`src/rtl/stage0_redirect_monitor.sv`:
```
// Stage0 redirect monitor: classifies fetch redirects, flushes and
// fences into timestamped records queued for the bench scoreboard.
//
// Ports:
//   CLK, RST          core clock; synchronous active-high reset
//   mon_en            enables classification, push and epoch check
//   rg_pc*            stage0 PC, next PC and update strobe probes
//   rg_eEpoch/wEpoch  execute / writeback epoch probes
//   ma_flush_fl       flush request into stage0
//   rg_fence/sfence   fence / sfence pending probes
//   rec_valid/ready   record FIFO head handshake
//   rec_data          {type,eEpoch,wEpoch,pc_from,pc_to,ts}
//   drop_cnt          records lost on a full FIFO (saturating)
//   err_epoch/err_cnt epoch-without-flush flag and count
module stage0_redirect_monitor #(
    parameter int XLEN       = 64,
    parameter int FETCH_STEP = 4,
    parameter int DEPTH      = 16,
    parameter int TS_W       = 32
) (
    input  logic                       CLK,
    input  logic                       RST,
    input  logic                       mon_en,
    input  logic [XLEN-1:0]            rg_pc,
    input  logic [XLEN-1:0]            rg_pc_D_IN,
    input  logic                       rg_pc_EN,
    input  logic                       rg_eEpoch,
    input  logic                       rg_wEpoch,
    input  logic                       ma_flush_fl,
    input  logic                       rg_fence,
    input  logic                       rg_sfence,
    output logic                       rec_valid,
    input  logic                       rec_ready,
    output logic [4+2*XLEN+TS_W-1:0]   rec_data,
    output logic [15:0]                drop_cnt,
    output logic                       err_epoch,
    output logic [7:0]                 err_cnt
);

    localparam int AW = $clog2(DEPTH);
    localparam int RW = 4 + 2*XLEN + TS_W;

    typedef enum logic [1:0] {
        REC_NONE  = 2'd0,
        REC_FLUSH = 2'd1,
        REC_FENCE = 2'd2,
        REC_JUMP  = 2'd3
    } rec_type_e;

    // ------------------------------------------------------------
    // Timestamp and previous-cycle samples
    // ------------------------------------------------------------
    logic [TS_W-1:0] ts;
    logic            prev_e;
    logic            prev_w;
    logic            prev_fs;
    logic            prev_flush;
    logic            prime;

    always_ff @(posedge CLK) begin
        if (RST) begin
            ts         <= '0;
            prev_e     <= 1'b0;
            prev_w     <= 1'b0;
            prev_fs    <= 1'b0;
            prev_flush <= 1'b0;
            prime      <= 1'b0;
        end else begin
            ts         <= ts + TS_W'(1);
            prev_e     <= rg_eEpoch;
            prev_w     <= rg_wEpoch;
            prev_fs    <= rg_fence | rg_sfence;
            prev_flush <= ma_flush_fl;
            // Check is armed only after a full enabled cycle, so a
            // re-enable never compares against stale disabled samples.
            prime      <= mon_en;
        end
    end

    // ------------------------------------------------------------
    // Classification
    // ------------------------------------------------------------
    logic            fence_rise;
    logic            is_jump;
    logic [XLEN-1:0] pc_seq;
    rec_type_e       rec_type;
    logic [XLEN-1:0] pc_from;
    logic [XLEN-1:0] pc_to;
    logic            rec_push;
    logic [RW-1:0]   rec_d;

    assign pc_seq     = rg_pc + XLEN'(FETCH_STEP);
    assign fence_rise = (rg_fence | rg_sfence) & ~prev_fs;
    assign is_jump    = rg_pc_EN & (rg_pc_D_IN != pc_seq);

    // Several events may coincide; the first match wins.
    always_comb begin
        rec_type = REC_NONE;
        pc_from  = rg_pc;
        pc_to    = rg_pc;
        priority case (1'b1)
            ma_flush_fl: begin
                rec_type = REC_FLUSH;
                pc_to    = rg_pc_EN ? rg_pc_D_IN : rg_pc;
            end
            fence_rise: begin
                rec_type = REC_FENCE;
            end
            is_jump: begin
                rec_type = REC_JUMP;
                pc_to    = rg_pc_D_IN;
            end
            default: begin
                rec_type = REC_NONE;
            end
        endcase
    end

    assign rec_push = mon_en & (rec_type != REC_NONE);
    assign rec_d    = {rec_type, rg_eEpoch, rg_wEpoch,
                       pc_from, pc_to, ts};

    // ------------------------------------------------------------
    // Record FIFO (first-word-fall-through, registered storage)
    // ------------------------------------------------------------
    logic [RW-1:0] mem [DEPTH];
    logic [AW-1:0] wr_ptr;
    logic [AW-1:0] rd_ptr;
    logic          full_q;
    logic          empty;
    logic          do_pop;
    logic          do_push;
    logic          do_drop;
    logic          wr_hits_rd;

    // Equal pointers are ambiguous; full_q tells full from empty.
    assign empty      = (wr_ptr == rd_ptr) & ~full_q;
    assign rec_valid  = ~empty;
    assign do_pop     = rec_valid & rec_ready;
    assign do_push    = rec_push & (~full_q | do_pop);
    assign do_drop    = rec_push & full_q & ~do_pop;
    assign wr_hits_rd = (wr_ptr + AW'(1)) == rd_ptr;

    assign rec_data = rec_valid ? mem[rd_ptr] : '0;

    always_ff @(posedge CLK) begin
        if (!RST && do_push) begin
            mem[wr_ptr] <= rec_d;
        end
    end

    always_ff @(posedge CLK) begin
        if (RST) begin
            wr_ptr <= '0;
            rd_ptr <= '0;
            full_q <= 1'b0;
        end else begin
            if (do_push) begin
                wr_ptr <= wr_ptr + AW'(1);
            end
            if (do_pop) begin
                rd_ptr <= rd_ptr + AW'(1);
            end
            if (do_push && !do_pop && wr_hits_rd) begin
                full_q <= 1'b1;
            end else if (do_pop && !do_push) begin
                full_q <= 1'b0;
            end
        end
    end

    always_ff @(posedge CLK) begin
        if (RST) begin
            drop_cnt <= '0;
        end else if (do_drop && drop_cnt != 16'hFFFF) begin
            drop_cnt <= drop_cnt + 16'd1;
        end
    end

    // ------------------------------------------------------------
    // Epoch check: an epoch change must be covered by a flush in
    // the same or the previous cycle.
    // ------------------------------------------------------------
    logic ep_change;
    logic ep_bad;

    assign ep_change = (rg_eEpoch != prev_e) | (rg_wEpoch != prev_w);
    assign ep_bad    = mon_en & prime & ep_change
                     & ~(ma_flush_fl | prev_flush);

    always_ff @(posedge CLK) begin
        if (RST) begin
            err_epoch <= 1'b0;
            err_cnt   <= '0;
        end else if (ep_bad) begin
            err_epoch <= 1'b1;
            if (err_cnt != 8'hFF) begin
                err_cnt <= err_cnt + 8'd1;
            end
        end
    end

endmodule

```
`config.mk`:
```
export PLATFORM = sky130hd
export DESIGN_NAME = stage0_redirect_monitor
export DESIGN_NICKNAME = d
export VERILOG_FILES = /design/src/rtl/stage0_redirect_monitor.sv
export SDC_FILE = /design/constraint.sdc
export NUM_CORES = 2
export LEC_CHECK = 0
export CAP_MARGIN = 5
export CORE_ASPECT_RATIO = 1.1
export CORE_MARGIN = 10
export CORE_UTILIZATION = 55
export DETAILED_ROUTE_END_ITERATION = 7
export GPL_TIMING_DRIVEN = 0
export PLACE_DENSITY = 0.81
export SETUP_SLACK_MARGIN = 0.1
export SLEW_MARGIN = 5
export SYNTH_ARGS = -nofsm -noshare
export SYNTH_HDL_FRONTEND = slang
export SYNTH_SLANG_ARGS = --single-unit
export TNS_END_PERCENT = 50
```
`constraint.sdc`:
```
create_clock -name CLK -period 62.7 [get_ports CLK]
set_input_delay 6.27 -clock CLK [delete_from_list [all_inputs] [get_ports CLK]]
set_output_delay 6.27 -clock CLK [all_outputs]
set_load 0.01 [all_outputs]
```
# [Word-level counts from Yosys, hierarchy flattened]
# Memories as Yosys holds them, arrays and structs flattened. A register that Yosys moved wholly into a read port is not among the register bits.
# Index checks and enable logic that the tools add are counted.
[op_classes] n_addsub=6 eq_ne=7 n_mux=14 bitwise_logic=20 reduce_logical=11
[op_table] op="2-to-1 mux 64 bit" count=4
[op_table] op="2-to-1 mux 164 bit" count=1
[op_table] op="adder 64 x 3 -> 64 bit, second input constant" count=1
[op_table] op="!= test 64 bit" count=1
[op_table] op="adder 32 x 1 -> 32 bit, second input constant" count=1
[op_table] op="adder 16 x 1 -> 16 bit, second input constant" count=1
[op_table] op="!= test 16 bit, second input constant" count=1
[op_table] op="bitwise AND 1 bit" count=11
[op_table] op="adder 4 x 1 -> 4 bit, second input constant" count=2
[op_table] op="adder 8 x 1 -> 8 bit, second input constant" count=1
[op_table] op="equality test 4 bit" count=2
[op_table] op="2-to-1 mux 4 bit" count=2
[op_table] op="!= test 8 bit, second input constant" count=1
[op_table] op="2-to-1 mux 2 bit" count=3
[op_table] op="logical AND 1 bit" count=5
[op_table] op="NOT 1 bit" count=5
[op_table] op="2-to-1 mux 1 bit" count=4
[op_table] op="OR 1 bit" count=4
[op_table] op="nonzero test 2 bit" count=2
[op_table] op="zero test 1 bit" count=3
[op_table] op="!= test 1 bit" count=2
[op_table] op="AND reduction 2 bit" count=1
[totals] reg_bits=71 ramBits=2624 in_bits=138 out_inout_bits=190 wordCells=71 n_memories=1
[mem_list] name="mem" depth=16 width=164 rd=1 rd_clocked_by_memory_dff=1 wr=1 line_no="126" rtl="logic [RW-1:0] mem [DEPTH];"

# [Depth between registers and ports, before layout]
[logic_depth] word_depth=13 ltp_mapped=15 ltp_nobuf=12

# [Worst setup path after synthesis]
# OpenSTA, ideal clock, no wires.
[synth_timing] path_type="input to register" start="in rg_pc[7]" end="mem mem[0][0] in the netlist's numbering, enable pin" setup_time_ps=1090 t_arrival_ps=24098 required_ps=61610 setup_slack_ps=37512 cell_stages=12 path_buffers=3 path_cell_list="buf_2 -> nand4_1 -> or4_4 -> or4b_1 -> nor4_1 -> xnor2_1 -> nand3_1 -> o41ai_2 -> buf_4 -> a21o_1 -> buf_4 -> nor4_1"
[synth_via] elab_chain_len=12
[synth_lines] element="from (decl)" line_no="24" rtl="input logic [XLEN-1:0] rg_pc,"
[synth_lines] element="adder 64 x 3 -> 64 bit" line_no="92" rtl="assign pc_seq = rg_pc + XLEN'(FETCH_STEP);"
[synth_lines] element="!= test 64 bit" line_no="94" rtl="assign is_jump = rg_pc_EN & (rg_pc_D_IN != pc_seq);"
[synth_lines] element="bitwise AND 1 bit" line_no="94"
[synth_lines] element="2-to-1 mux 2 bit (3 in series)" line_no="101" rtl="priority case (1'b1)"
[synth_lines] element="nonzero test 2 bit" line_no="119" rtl="assign rec_push = mon_en & (rec_type != REC_NONE);"
[synth_lines] element="bitwise AND 1 bit" line_no="119"
[synth_lines] element="bitwise AND 1 bit" line_no="140" rtl="assign do_push = rec_push & (~full_q | do_pop);"
[synth_lines] element="logical AND 1 bit" line_no="147" rtl="if (!RST && do_push) begin"
[synth_lines] element="2-to-1 mux 1 bit" line_no="147"
[synth_lines] element="2-to-1 mux 1 bit (implied by the code)" line_no="148" rtl="mem[wr_ptr] <= rec_d;"
[synth_lines] element="to (decl)" line_no="126"
# Every way passes these cells.

# [Final worst setup path]
[layout_timing] start="in rg_pc[2]" end="mem mem[0][109] in the netlist's numbering, enable pin"
# Same word-level chain as after synthesis.

==> key figures <==
Route
  • DR vias: 57317
  • DR vias/cell: 6.80
  • DRC violations left: 0
  • Routed len/inst: 37.4 um
  • Total Routed Length: 315 mm
  • DR iter-0 viols: 9738
  • Post-route ant nets: 0
  • Pre-Repair DR Iteration Count: 6

Place
  • GPL Wtd Cong: 0.888
  • DP Area: 116000 um2
  • Post-detail-place hpwl: 201 mm
  • PortBufs: 326

STA
  • Max Freq: 68.1 MHz
  • Worst Tran Pin Value: 1300 ps
  • Clock Skew: 57.0 ps
  • Final period util: 23.4%
  • Slew margin rel.: 12.6%
  • Slew Viols, Final: 0
  • RSZ-0062 raised after global routing: no
  • Final Hold Vio Count: 0
  • Min Tclk post-route: 14680 ps
  • Sum Neg Setup Slack: 0 ps
  • Final setup vio count: 0

Clock network
  • Clk sinks: 2699
  • Clk buf depth: 4
  • Clk slew on worst S/H paths: 60 ps
  • Clock tree from TritonCTS: yes
  • Buffer count from post-CTS setup fixing: 0
  • Post-CTS sizing: 0
  • Hold buffers post-CTS: 0
  • H-tree depth: 5
  • Clk_lat worst skew: 950 ps
  • Root buf cell: clkbuf_16
  • Num CTS Buffers: 276

Critical path
  • Critical-path maximum fanout: 21
  • Crit path DAT: 15290 ps
  • Data required time of the critical path: 63310 ps
  • Crit start category: input pin
  • Setup Crit Path Kind: input pin to flip-flop
  • Nature of the critical path endpoint: flip-flop

Die
  • Initial core utilization: 55.4%
  • Io pins: 328
  • Die ar.: 210000 um2
  • DIE HEIGHT: 480 um
  • Die Width: 438 um
  • Std cell rows: 168
  • Core ar.: 191000 um2

Synth
  • Number of synthesized register bits: 2699
  • Cells after synthesis: 4655
  • Post-synthesis cell type count: 74
  • Area leader, netlist: edfxtp_1
  • Post-synth EDFFs: 2624
  • Syn_area_per_cell: 22.7 um2
  • Cell area after synthesis: 106000 um2
  • Area share of the largest cell type after synthesis: 74.5%
  • YS warnings: 0
  • Register area share after synthesis: 75.9%
  • Top FF cell, synth: edfxtp_1
  • Post-synthesis async set-or-reset flop share: 0%
  • Most area-consuming cells after synthesis: edfxtp_1 75%, mux4_2 17%, dfxtp_1 1.4%
  • Post-Syn Nets: 4802

Power
  • Leak: 0.0385 uW
  • Power density over the cells: 37.0 nW/um2
  • Worst VDD drop: 0.0279 mV

Cells and area
  • Layout area overhead: 17.7%
  • Final instance area: 124000 um2
  • Layout Nets: 5809
  • Multi-input gate area: 24500 um2
  • Layout cells sized above 1: 29.2%
  • Filler cells: 11615
  • Register area: 80300 um2

GRT
  • Initial antenna violation count: 46
  • GRT Overall Usage: 29.7%
  • Largest net degree at the start of global routing: 25
  • First-pass GRT wire length: 444 mm
  • Total gr overflow: 0
  • Vias in the first global route: 58799

Hold path
  • Hold crit path type: flip-flop to flip-flop

Run
  • Max Cap Violations: 0

Outcome
  • Status: finished, final reports clean
## state kept, by name, summed over array words and instances (netlist names), named ones only
signal,flops
prev_flush,1
prev_w,1
mem,2624
wr_ptr,4
err_epoch,1
prev_fs,1
ts,32
prev_e,1
err_cnt,8
rd_ptr,4
drop_cnt,16
prime,1
full_q,1
## report_power, final
part	switching (uW)	leakage (uW)	internal (uW)	total, uW
clock network	682	0.00412	907	1590
registers	7.06	0.0244	2000	2010
logic	543	0.00998	467	1010
total	1230	0.0385	3370	4610
## metrics by stage
stage	total power [uW]	worst slack (ps)	std cells	utilization [%]	hold slack, ps
3_5_place_dp	3030	47490	7933	60.7	458
3_3_place_gp	3020	17040	7531	58.8	465
2_1_floorplan	2620	37510	4655	-	464
5_1_grt	4710	47970	8421	65.2	495
4_1_cts	4610	48340	8398	65.1	470
6_report	4610	48020	8434	65.2	472
## cell type report
class	instances	share of cell area [%]
Clock inverter	124	0.904
Timing Repair Buffer	729	5.52
Buffer	232	0.766
Inverter	20	0.0603
Antenna cell	35	0.0704
Sequential cell	2699	64.5
Clock buffer	341	5.87
Multi-Input combinational cell	1704	19.7
Tap cell	2550	2.56
## worst max-delay path, stage by stage
cell and delay, ps:
clkdlybuf4s50_1 1170, ha_1 360, nand3_1 490, or4_4 740, nor4_1 890, nand3_1 190, xor2_1 190, o2111ai_1 610
o41ai_2 360, buf_4 310, a21o_1 220, buf_4 210, nor4_2 870, buf_4 330, buf_4 230, buf_4 210
buf_4 220, buf_4 240, buf_6 170, buf_4 190, buf_4 190, buf_4 190, buf_4 190, buf_4 190
## cell usage in the layout, fill, tap and decap left out, types with 36 or more instances in the layout
| cell | n |
|---|---|
| dfxtp_1 | 75 |
| xor2_1 | 54 |
| clkinv_2 | 41 |
| clkbuf_16 | 281 |
| mux4_2 | 820 |
| clkdlybuf4s50_1 | 326 |
| nand3_1 | 51 |
| nor2b_1 | 175 |
| buf_6 | 140 |
| edfxtp_1 | 2624 |
| clkbuf_1 | 176 |
| nor2_1 | 101 |
| mux2_2 | 46 |
| buf_1 | 79 |
| buf_4 | 262 |
| xnor2_1 | 80 |
| clkinv_1 | 45 |
| nand2_1 | 61 |
| nand4_1 | 36 |
## synth_stat cells (7+ instances only)
| master | n |
|---|---|
| xnor2_1 | 80 |
| clkbuf_1 | 138 |
| mux2_1 | 20 |
| inv_1 | 20 |
| and4_1 | 8 |
| ha_1 | 9 |
| mux4_2 | 820 |
| nor2_1 | 101 |
| mux2i_1 | 7 |
| nand2b_1 | 13 |
| edfxtp_1 | 2624 |
| a21oi_1 | 23 |
| nand2_1 | 61 |
| o21ai_0 | 14 |
| and3_1 | 12 |
| mux2_2 | 46 |
| buf_1 | 81 |
| dfxtp_1 | 75 |
| nand4_1 | 36 |
| nand3_1 | 51 |
| nor2b_1 | 175 |
| nor4_1 | 24 |
| nor3_1 | 39 |
| xor2_1 | 54 |
| or3_1 | 13 |
## worst paths after layout
kind	start	to	slack, ps	cells past startpoint
worst min register to register	err_epoch$_SDFFE_PP0P_	err_epoch$_SDFFE_PP0P_	470	2
worst min-delay path	err_epoch$_SDFFE_PP0P_	err_epoch$_SDFFE_PP0P_	470	2
worst max register to register	prev_fs$_SDFF_PP0_	mem[0][109]$_DFFE_PP_	57470	16
worst max-delay path	rg_pc[2]	mem[0][109]$_DFFE_PP_	48020	24
## cell families after synthesis
group | share of synthesized area, %
flops | 75.9
mux | 18.2
simple gates | 2.93
buf+inv | 0.950
xor+xnor | 1.13
compound gates | 0.703
fa+ha+maj | 0.106
## layer usage
layer  routed length [um]  vias up  global-route usage (%)
met5                   96        -                       0
met4                21500       14                    17.8
met3                38400      938                    7.00
met2               156000     5065                    48.5
met1                99000    29528                    36.3
li1                     -    21772                       -
Note: power is estimated with default switching activity, not from simulation.
